### config.mk
export PLATFORM = sky130hd
export DESIGN_NAME = dsram_port_arbiter
export DESIGN_NICKNAME = d
export VERILOG_FILES = /design/src/rtl/dsram_port_arbiter_pkg.sv /design/src/rtl/dsram_port_arbiter_req_mux.sv /design/src/rtl/dsram_port_arbiter.sv
export SDC_FILE = /design/constraint.sdc
export NUM_CORES = 1
export LEC_CHECK = 0
export BUFFER_PORTS_ARGS = -buffer_cell sky130_fd_sc_hd__buf_2
export CORE_ASPECT_RATIO = 0.5
export CORE_MARGIN = 1.5
export CORE_UTILIZATION = 33
export DETAILED_ROUTE_END_ITERATION = 12
export PLACE_DENSITY = 0.8
export SLEW_MARGIN = 0
export SYNTH_ARGS = -nofsm -noshare
export SYNTH_HDL_FRONTEND = slang
export SYNTH_SLANG_ARGS = --single-unit
### constraint.sdc
create_clock -name clk -period 2 [get_ports clk]
set_clock_uncertainty 0.2 [all_clocks]
set_input_delay 0.1 -clock clk [delete_from_list [all_inputs] [get_ports clk]]
set_output_delay 0.1 -clock clk [all_outputs]
set_load 0.02 [all_outputs]
### src/rtl/dsram_port_arbiter_pkg.sv
// Shared constants and the slot-arbitration rule for the data SRAM port arbiter.
package dsram_port_arbiter_pkg;

    localparam int SLOT0        = 0;
    localparam int SLOT1        = 1;
    localparam int DSRAM_WEN_WD = 4;

    // One-hot grant: a lone pending slot wins, otherwise the older slot per order.
    function automatic logic [1:0] arb_grant(input logic pend0, input logic pend1, input logic order);
        logic [1:0] g;
        g = {pend1, pend0};
        if (pend0 && pend1) begin
            g = order ? 2'b10 : 2'b01;
        end
        return g;
    endfunction

endpackage

### src/rtl/dsram_port_arbiter_req_mux.sv
// Pure 2:1 request mux onto the data SRAM port, steered by a one-hot grant.
// Zero latency; drives all-zero when nothing is granted.
module dsram_port_arbiter_req_mux
    import dsram_port_arbiter_pkg::*;
#(
    parameter int ADDR_W = 32,
    parameter int DATA_W = 32
) (
    input  logic [1:0]              grant,
    input  logic [DSRAM_WEN_WD-1:0] s0_wen,
    input  logic [ADDR_W-1:0]       s0_addr,
    input  logic [DATA_W-1:0]       s0_wdata,
    input  logic [DSRAM_WEN_WD-1:0] s1_wen,
    input  logic [ADDR_W-1:0]       s1_addr,
    input  logic [DATA_W-1:0]       s1_wdata,
    output logic                    data_sram_en,
    output logic [DSRAM_WEN_WD-1:0] data_sram_wen,
    output logic [ADDR_W-1:0]       data_sram_addr,
    output logic [DATA_W-1:0]       data_sram_wdata
);

    always_comb begin
        data_sram_en    = 1'b0;
        data_sram_wen   = '0;
        data_sram_addr  = '0;
        data_sram_wdata = '0;
        if (grant[SLOT0]) begin
            data_sram_en    = 1'b1;
            data_sram_wen   = s0_wen;
            data_sram_addr  = s0_addr;
            data_sram_wdata = s0_wdata;
        end else if (grant[SLOT1]) begin
            data_sram_en    = 1'b1;
            data_sram_wen   = s1_wen;
            data_sram_addr  = s1_addr;
            data_sram_wdata = s1_wdata;
        end
    end

endmodule

### src/rtl/dsram_port_arbiter.sv
// Shares the data SRAM port between both EX issue slots, serialising older-then-younger.
// Zero-cycle request latency; stallreq holds the bundle for the extra access cycle.
module dsram_port_arbiter
    import dsram_port_arbiter_pkg::*;
#(
    parameter int ADDR_W = 32,
    parameter int DATA_W = 32,
    parameter int CNT_W  = 32
) (
    input  logic                    clk,
    input  logic                    rst,
    input  logic                    flush,
    input  logic                    ex_adv,
    input  logic                    order,
    input  logic                    s0_valid,
    input  logic                    s1_valid,
    input  logic                    s0_en,
    input  logic                    s1_en,
    input  logic [DSRAM_WEN_WD-1:0] s0_wen,
    input  logic [DSRAM_WEN_WD-1:0] s1_wen,
    input  logic [ADDR_W-1:0]       s0_addr,
    input  logic [ADDR_W-1:0]       s1_addr,
    input  logic [DATA_W-1:0]       s0_wdata,
    input  logic [DATA_W-1:0]       s1_wdata,
    output logic                    data_sram_en,
    output logic [DSRAM_WEN_WD-1:0] data_sram_wen,
    output logic [ADDR_W-1:0]       data_sram_addr,
    output logic [DATA_W-1:0]       data_sram_wdata,
    output logic [1:0]              grant,
    output logic                    stallreq,
    output logic                    rsp_valid,
    output logic                    rsp_slot,
    output logic [CNT_W-1:0]        conflict_cnt
);

    logic [1:0] done;
    logic       live;
    logic       pend0;
    logic       pend1;
    logic       conflict;

    // Reset and flush both suppress all port activity in the current cycle.
    assign live     = ~rst & ~flush;
    assign pend0    = live & s0_valid & s0_en & ~done[SLOT0];
    assign pend1    = live & s1_valid & s1_en & ~done[SLOT1];
    assign conflict = pend0 & pend1;
    assign stallreq = conflict;
    assign grant    = arb_grant(pend0, pend1, order);

    dsram_port_arbiter_req_mux #(
        .ADDR_W (ADDR_W),
        .DATA_W (DATA_W)
    ) u_req_mux (
        .grant           (grant),
        .s0_wen          (s0_wen),
        .s0_addr         (s0_addr),
        .s0_wdata        (s0_wdata),
        .s1_wen          (s1_wen),
        .s1_addr         (s1_addr),
        .s1_wdata        (s1_wdata),
        .data_sram_en    (data_sram_en),
        .data_sram_wen   (data_sram_wen),
        .data_sram_addr  (data_sram_addr),
        .data_sram_wdata (data_sram_wdata)
    );

    // A new bundle starts fresh even if its predecessor was granted this cycle.
    always_ff @(posedge clk) begin
        if (rst || flush || ex_adv) begin
            done <= 2'b00;
        end else begin
            done <= done | grant;
        end
    end

    always_ff @(posedge clk) begin
        if (rst || flush) begin
            rsp_valid <= 1'b0;
            rsp_slot  <= 1'b0;
        end else begin
            rsp_valid <= |grant;
            rsp_slot  <= grant[SLOT1];
        end
    end

    always_ff @(posedge clk) begin
        if (rst) begin
            conflict_cnt <= '0;
        end else if (conflict && !(&conflict_cnt)) begin
            conflict_cnt <= conflict_cnt + CNT_W'(1);
        end
    end

endmodule
==> results.cfg, run 1 <==
[synthesis]
synthSimpleGateAreaFrac = 0.265
syn_area_per_cell_um2 = 8.45
synthMuxAreaShare = 0.0467
synth.cell_area_um2 = 2540
yosys.area_share.adder = 0.00492
synth-xor-area-share = 0.0516
synth_cells = 301
ys_warn_count = 0
ys_seq_area_frac = 0.283
ys_ff_latch = 36
synth_cell_types = 41
syn_nets = 447
synth_compound_area_frac = 0.310
synth_top_family_by_area = compound AO/OA/AOI/OAI gates

[finish]
final_common_cell = buf_2
syn2layout_area_growth_pct = 115
multi_input_area_um2 = 1940
ff_latch_area_um2 = 764
final_area_um2 = 5480
post-route-util = 0.740
nFillCells = 484
fin_nets = 763
final_cell_mix = buf_2, buf_6, a22o_1, buf_4, nor2_1
layout-drive-gt1-share = 0.666

[placement]
gp_congestion = 0.883
place_ws_ps = -39.0
placed_cell_area_um2 = 4330
dp_hpwl_um = 9850
port_buffers = 250

[pwr]
p_leak_nw = 2.77
switchingPower_mw = 0.554
p_int_mw = 1.50
power_switching_share = 0.270
combPwrFrac = 0.245
clock_power_share = 0.406
ir_worst_vdd_uv = 421
seqPwrFrac = 0.349
cellPowerDensity_nw_per_um2 = 375

[detailed_routing]
drc = 0
viasPerCell = 6.00
drtIter0Drc = 551
totalWireLength_um = 17400
drtPass1Iterations = 8
ant_nets = 0
wire_per_inst_um = 24.1
vias = 4323

[grt]
grt_max_degree = 55
antenna_found_initial = 3
grtUsageMet1 = 0.382
grt_pass1_wl_um = 20100
globalRouteOverflowTotal = 0
grt.total_usage = 0.323
grtUsageMet2 = 0.550
grt_pass1_vias = 3637
grt_busiest_layer = met2
met3_usage = 0.119

[sta]
worst_pin_slew_ps = 477
drv_slew = 0
period_minus_slack_ps = 2370
worst_slack_ps = -372
setup_violations = 92
hold_viol = 0
rsz0062_at_grt = true
tns_ps = -21850
holdWs_ps = 28.6
period_share = 1.19
slew_headroom = 0.682
timing.fmax_ghz = 0.422

[clock_tree]
numCtsBuffers = 5
clock-sinks = 36
cts.path.max_buffers = 2
cts_tree = done
clkLatencyLatePin_ps = 290
clk_pin_slew_ps = 60
htree_levels = 2
cts-root-buf = clkbuf_16

[critical_path]
worstPathRequired_ps = 1930
worstPathMaxFanout = 4
worst-path-buf-inv = 2
worstPathCellList = nor4b_4 -> buf_4 -> nand4_4 -> a2111o_1 -> buf_4 -> o21ai_0 -> a21oi_1
path_class = flop to flop
startpoint_type = flop
worstPathArrival_ps = 2300
cp_common_cell = buf_4
worstSetupEndpointType = flop
crit_family = compound AO/OA/AOI/OAI gates
max_stage_delay_ps = 360
cpMaxStageDelayCell = a2111o_1

[floorplanning]
rows = 22
start_util = 0.344
io_pins = 251
coreArea_um2 = 7400
dieArea_um2 = 8280
dieWidth_um = 127
die-height_um = 65.1

[outcome]
status = finished with violations
violations = setup timing

[job]
max_cap_violations = 0

[hold_path]
worstHoldPathType = input pin to flop
registers in the layout (all words and copies together), names as in the netlist:
signal	count
conflict_cnt	32
done	2
rsp_slot	1
rsp_valid	1
metal layers:
layer / share of wire / vias to the layer above
met3: 0.14 / 134
li1: - / 1816
met4: 0.061 / 0
met1: 0.34 / 2014
met5: 0 / -
met2: 0.46 / 359
kinds of logic (layout without fill, tap and decap cells):
| kind of cell | Yosys count | count (layout) |
|---|---|---|
| fa+ha+maj | 1 | 1 |
| flops | 36 | 36 |
| buf+inv | 26 | 342 |
| simple gates | 117 | 117 |
| xor+xnor | 15 | 15 |
| compound gates | 95 | 95 |
| mux | 11 | 11 |
| other cells | 0 | 8 |
final timing paths:
| path | start | slack (ps) | cells after the start | end |
|---|---|---|---|---|
| hold reg to reg | done[1] | 300 | 1 | done[1] |
| setup reg to reg | done[0] | -370 | 7 | conflict_cnt[31] |
| setup / recovery | done[0] | -370 | 7 | conflict_cnt[31] |
| hold / removal | flush | 30 | 4 | done[0] |
worst register-to-register path, stage by stage, from the launching register on:
cell and delay (ps):
dfxtp_2 330, nor4b_4 320, buf_4 220, nand4_4 130, a2111o_1 360, buf_4 170, o21ai_0 290, a21oi_1 210
through the flow:
stage / instances / total power [mW]
after detailed placement: 679 / 1.11
final: 721 / 2.05
after floorplan: 301 / 0.881
after global routing: 714 / 2.10
after CTS: 702 / 1.97
after global placement: 679 / 1.11
repair_timing:
item / 4_1_cts / 5_1_grt
endpoints found under the hold margin: 2 / 0
pin swaps: 13 / 38
gates resized for setup: 117 / 63
endpoints found under the setup margin: 76 / 96
hold buffers: 1 / 0
setup buffers: 13 / 6
gates cloned: 3 / 7
synth_stat cells, drive strengths merged:
master | number | area, um2
a2111o | 1 | 11.3
a211oi | 8 | 60.1
a21oi | 8 | 47.6
a22o | 68 | 596
a311oi | 1 | 8.76
a31o | 2 | 17.5
a41o | 1 | 10.0
and2 | 1 | 6.26
and2b | 2 | 15.0
and3 | 5 | 31.3
and4 | 7 | 61.3
and4b | 1 | 10.0
buf | 2 | 10.0
clkbuf | 18 | 67.6
dfxtp | 36 | 721
ha | 1 | 12.5
inv | 6 | 22.5
mux2 | 7 | 78.8
mux2i | 4 | 40.0
nand2 | 18 | 67.6
nand2b | 3 | 18.8
nand3 | 9 | 45.0
nand4 | 15 | 106
nor2 | 32 | 120
nor2b | 6 | 37.5
nor3 | 3 | 20.0
nor3b | 1 | 7.51
nor4 | 8 | 68.8
nor4b | 2 | 32.5
o21a | 2 | 15.0
o21ai | 3 | 15.0
o31ai | 1 | 7.51
or2 | 1 | 6.26
or3 | 3 | 18.8
xnor2 | 14 | 123
xor2 | 1 | 8.76
power by group through the flow:
stage               registers [mW]  logic [mW]  clock network (mW)
finish                       0.717       0.503               0.834
global route                 0.717       0.523               0.856
CTS                          0.719       0.446               0.807
detailed placement           0.734       0.377                   0
global placement             0.734       0.374                   0
floorplan                    0.737       0.145                   0
layout make-up:
type,count,share of cell area
Multi-Input combinational cell,239,0.354
Antenna cell,8,0.00365
Timing Repair Buffer,329,0.449
Sequential cell,36,0.140
Tap cell,96,0.0219
Inverter,6,0.00411
Clock buffer,7,0.0279
No activity file was read; power rests on OpenSTA's default activity.
==> run 2, diff against run 1 <==
--- a/config.mk
+++ b/config.mk
@@ -11,6 +11,7 @@
 export CORE_UTILIZATION = 33
 export DETAILED_ROUTE_END_ITERATION = 12
 export PLACE_DENSITY = 0.8
+export RECOVER_POWER = 25
 export SLEW_MARGIN = 0
 export SYNTH_ARGS = -nofsm -noshare
 export SYNTH_HDL_FRONTEND = slang
==> run 2 against run 1 <==
  * The flow still finishes with violations (setup timing)
  * Critical path depth unchanged
  * Global-route usage unchanged
  * Die area unchanged
  * Design area down 0.41%
  * Utilization down 0.30 points
  * Combinational power about the same
  * Register-to-register slack about the same
  * Sequential share of layout area up 0.058 points
  * Highest routed layer unchanged
==> results.cfg, run 2 (synthesis results as in run 1) <==
[critical_path]
cp_common_cell = buf_4
crit_family = compound AO/OA/AOI/OAI gates
worstSetupEndpointType = flop
max_stage_delay_ps = 350
cpMaxStageDelayCell = a2111o_1
startpoint_type = flop
worstPathMaxFanout = 4
worstPathArrival_ps = 2290
worstPathRequired_ps = 1930
worstPathCellList = nor4b_4 -> buf_4 -> nand4_4 -> a2111o_1 -> buf_4 -> o21ai_0 -> a21oi_1
path_class = flop to flop
worst-path-buf-inv = 2

[grt]
grt_pass1_wl_um = 20100
grt_pass1_vias = 3637
globalRouteOverflowTotal = 0
antenna_found_initial = 3
grt.total_usage = 0.323
grt_max_degree = 55

[clock_tree]
numCtsBuffers = 5
cts_tree = done
cts.path.max_buffers = 2
clk_pin_slew_ps = 60
cts-root-buf = clkbuf_16
htree_levels = 2
clock-sinks = 36
clkLatencyLatePin_ps = 280

[placement]
port_buffers = 250
placed_cells = 679
gp_congestion = 0.883
dp_hpwl_um = 9850
placed_cell_area_um2 = 4330
place_ws_ps = -39.0

[sta]
tns_ps = -20770
worst_slack_ps = -358
period_minus_slack_ps = 2360
rsz0062_at_grt = true
drv_slew = 0
setup_violations = 90
holdWs_ps = 31.0
slew_headroom = 0.692
period_share = 1.18
timing.fmax_ghz = 0.424
worst_pin_slew_ps = 461
hold_viol = 0

[floorplanning]
io_pins = 251
die-height_um = 65.1
dieArea_um2 = 8280
coreArea_um2 = 7400
start_util = 0.344
dieWidth_um = 127
rows = 22

[finish]
final_area_um2 = 5460
final_common_cell = buf_2
layout-drive-gt1-share = 0.647
top_regs = conflict_cnt: 32 flops, done: 2 flops
post-route-util = 0.737
top_register = conflict_cnt
fin_nets = 763
nFillCells = 496
largest_register_ff_count = 32
final_cell_mix = buf_2, buf_6, a22o_1, buf_4, nor2_1
layoutNonFillerInstCount = 718
syn2layout_area_growth_pct = 114

[pwr]
ir_worst_vdd_uv = 416
power_mw = 2.04
p_leak_nw = 2.72
cellPowerDensity_nw_per_um2 = 374

[outcome]
violations = setup timing
status = finished with violations

[detailed_routing]
wire_per_inst_um = 24.0
viasPerCell = 5.97
totalWireLength_um = 17200
drtPass1Iterations = 7
drtIter0Drc = 544
ant_nets = 0
drc = 0
vias = 4290

[job]
max_cap_violations = 0

[hold_path]
worstHoldPathType = input pin to flop
-- run 2: cell types whose count changed in the layout (fill, tap and decap cells not counted), sizes merged --
| cell | before | now |
|---|---|---|
| diode | 8 | 5 |
| clkbuf | 12 | 24 |
| buf | 323 | 311 |
-- run 2: area by class of cell --
cell class,count,area (um2),area share
well taps,96,120,0.0220
repair buffers,329,2440,0.448
flip-flops and latches,36,764,0.140
diodes,5,12.5,0.00229
multi-input cells,239,1940,0.355
clock buffers,7,153,0.0280
inverters,6,22.5,0.00413
-- run 2: worst paths after layout --
| check | start | end | slack [ps] | cells past startpoint |
|---|---|---|---|---|
| max | done[0] | conflict_cnt[31] | -360 | 7 |
| min | flush | done[0] | 30 | 4 |
| max reg2reg | done[0] | conflict_cnt[31] | -360 | 7 |
| min reg2reg | done[1] | done[1] | 300 | 1 |
-- run 2: what timing repair did --
action / CTS / global route
hold buffers: 1 / 0
gates cloned: 3 / 7
pin swaps: 13 / 38
setup buffers: 13 / 6
setup endpoints to repair: 76 / 96
resized for setup: 117 / 63
hold endpoints to repair: 2 / 0
-- run 2: worst register-to-register path, stage by stage (launching register included) --
cell and delay [ps]:
dfxtp_2 330, nor4b_4 320, buf_4 220, nand4_4 130, a2111o_1 350, buf_4 170
o21ai_0 290, a21oi_1 200
-- run 2: where the power goes --
part / total (mW) / switching, mW / internal [mW]
Clock: 0.820 / 0.297 / 0.523
Sequential: 0.717 / 0.00113 / 0.716
Combinational: 0.502 / 0.241 / 0.260
-- run 2: layer usage --
metal,wire length (um),global-route usage,vias up
li1,-,-,1810
met1,5910,0.382,2030
met2,8030,0.550,342
met3,2380,0.119,108
met4,913,0.105,0
met5,0,0,-
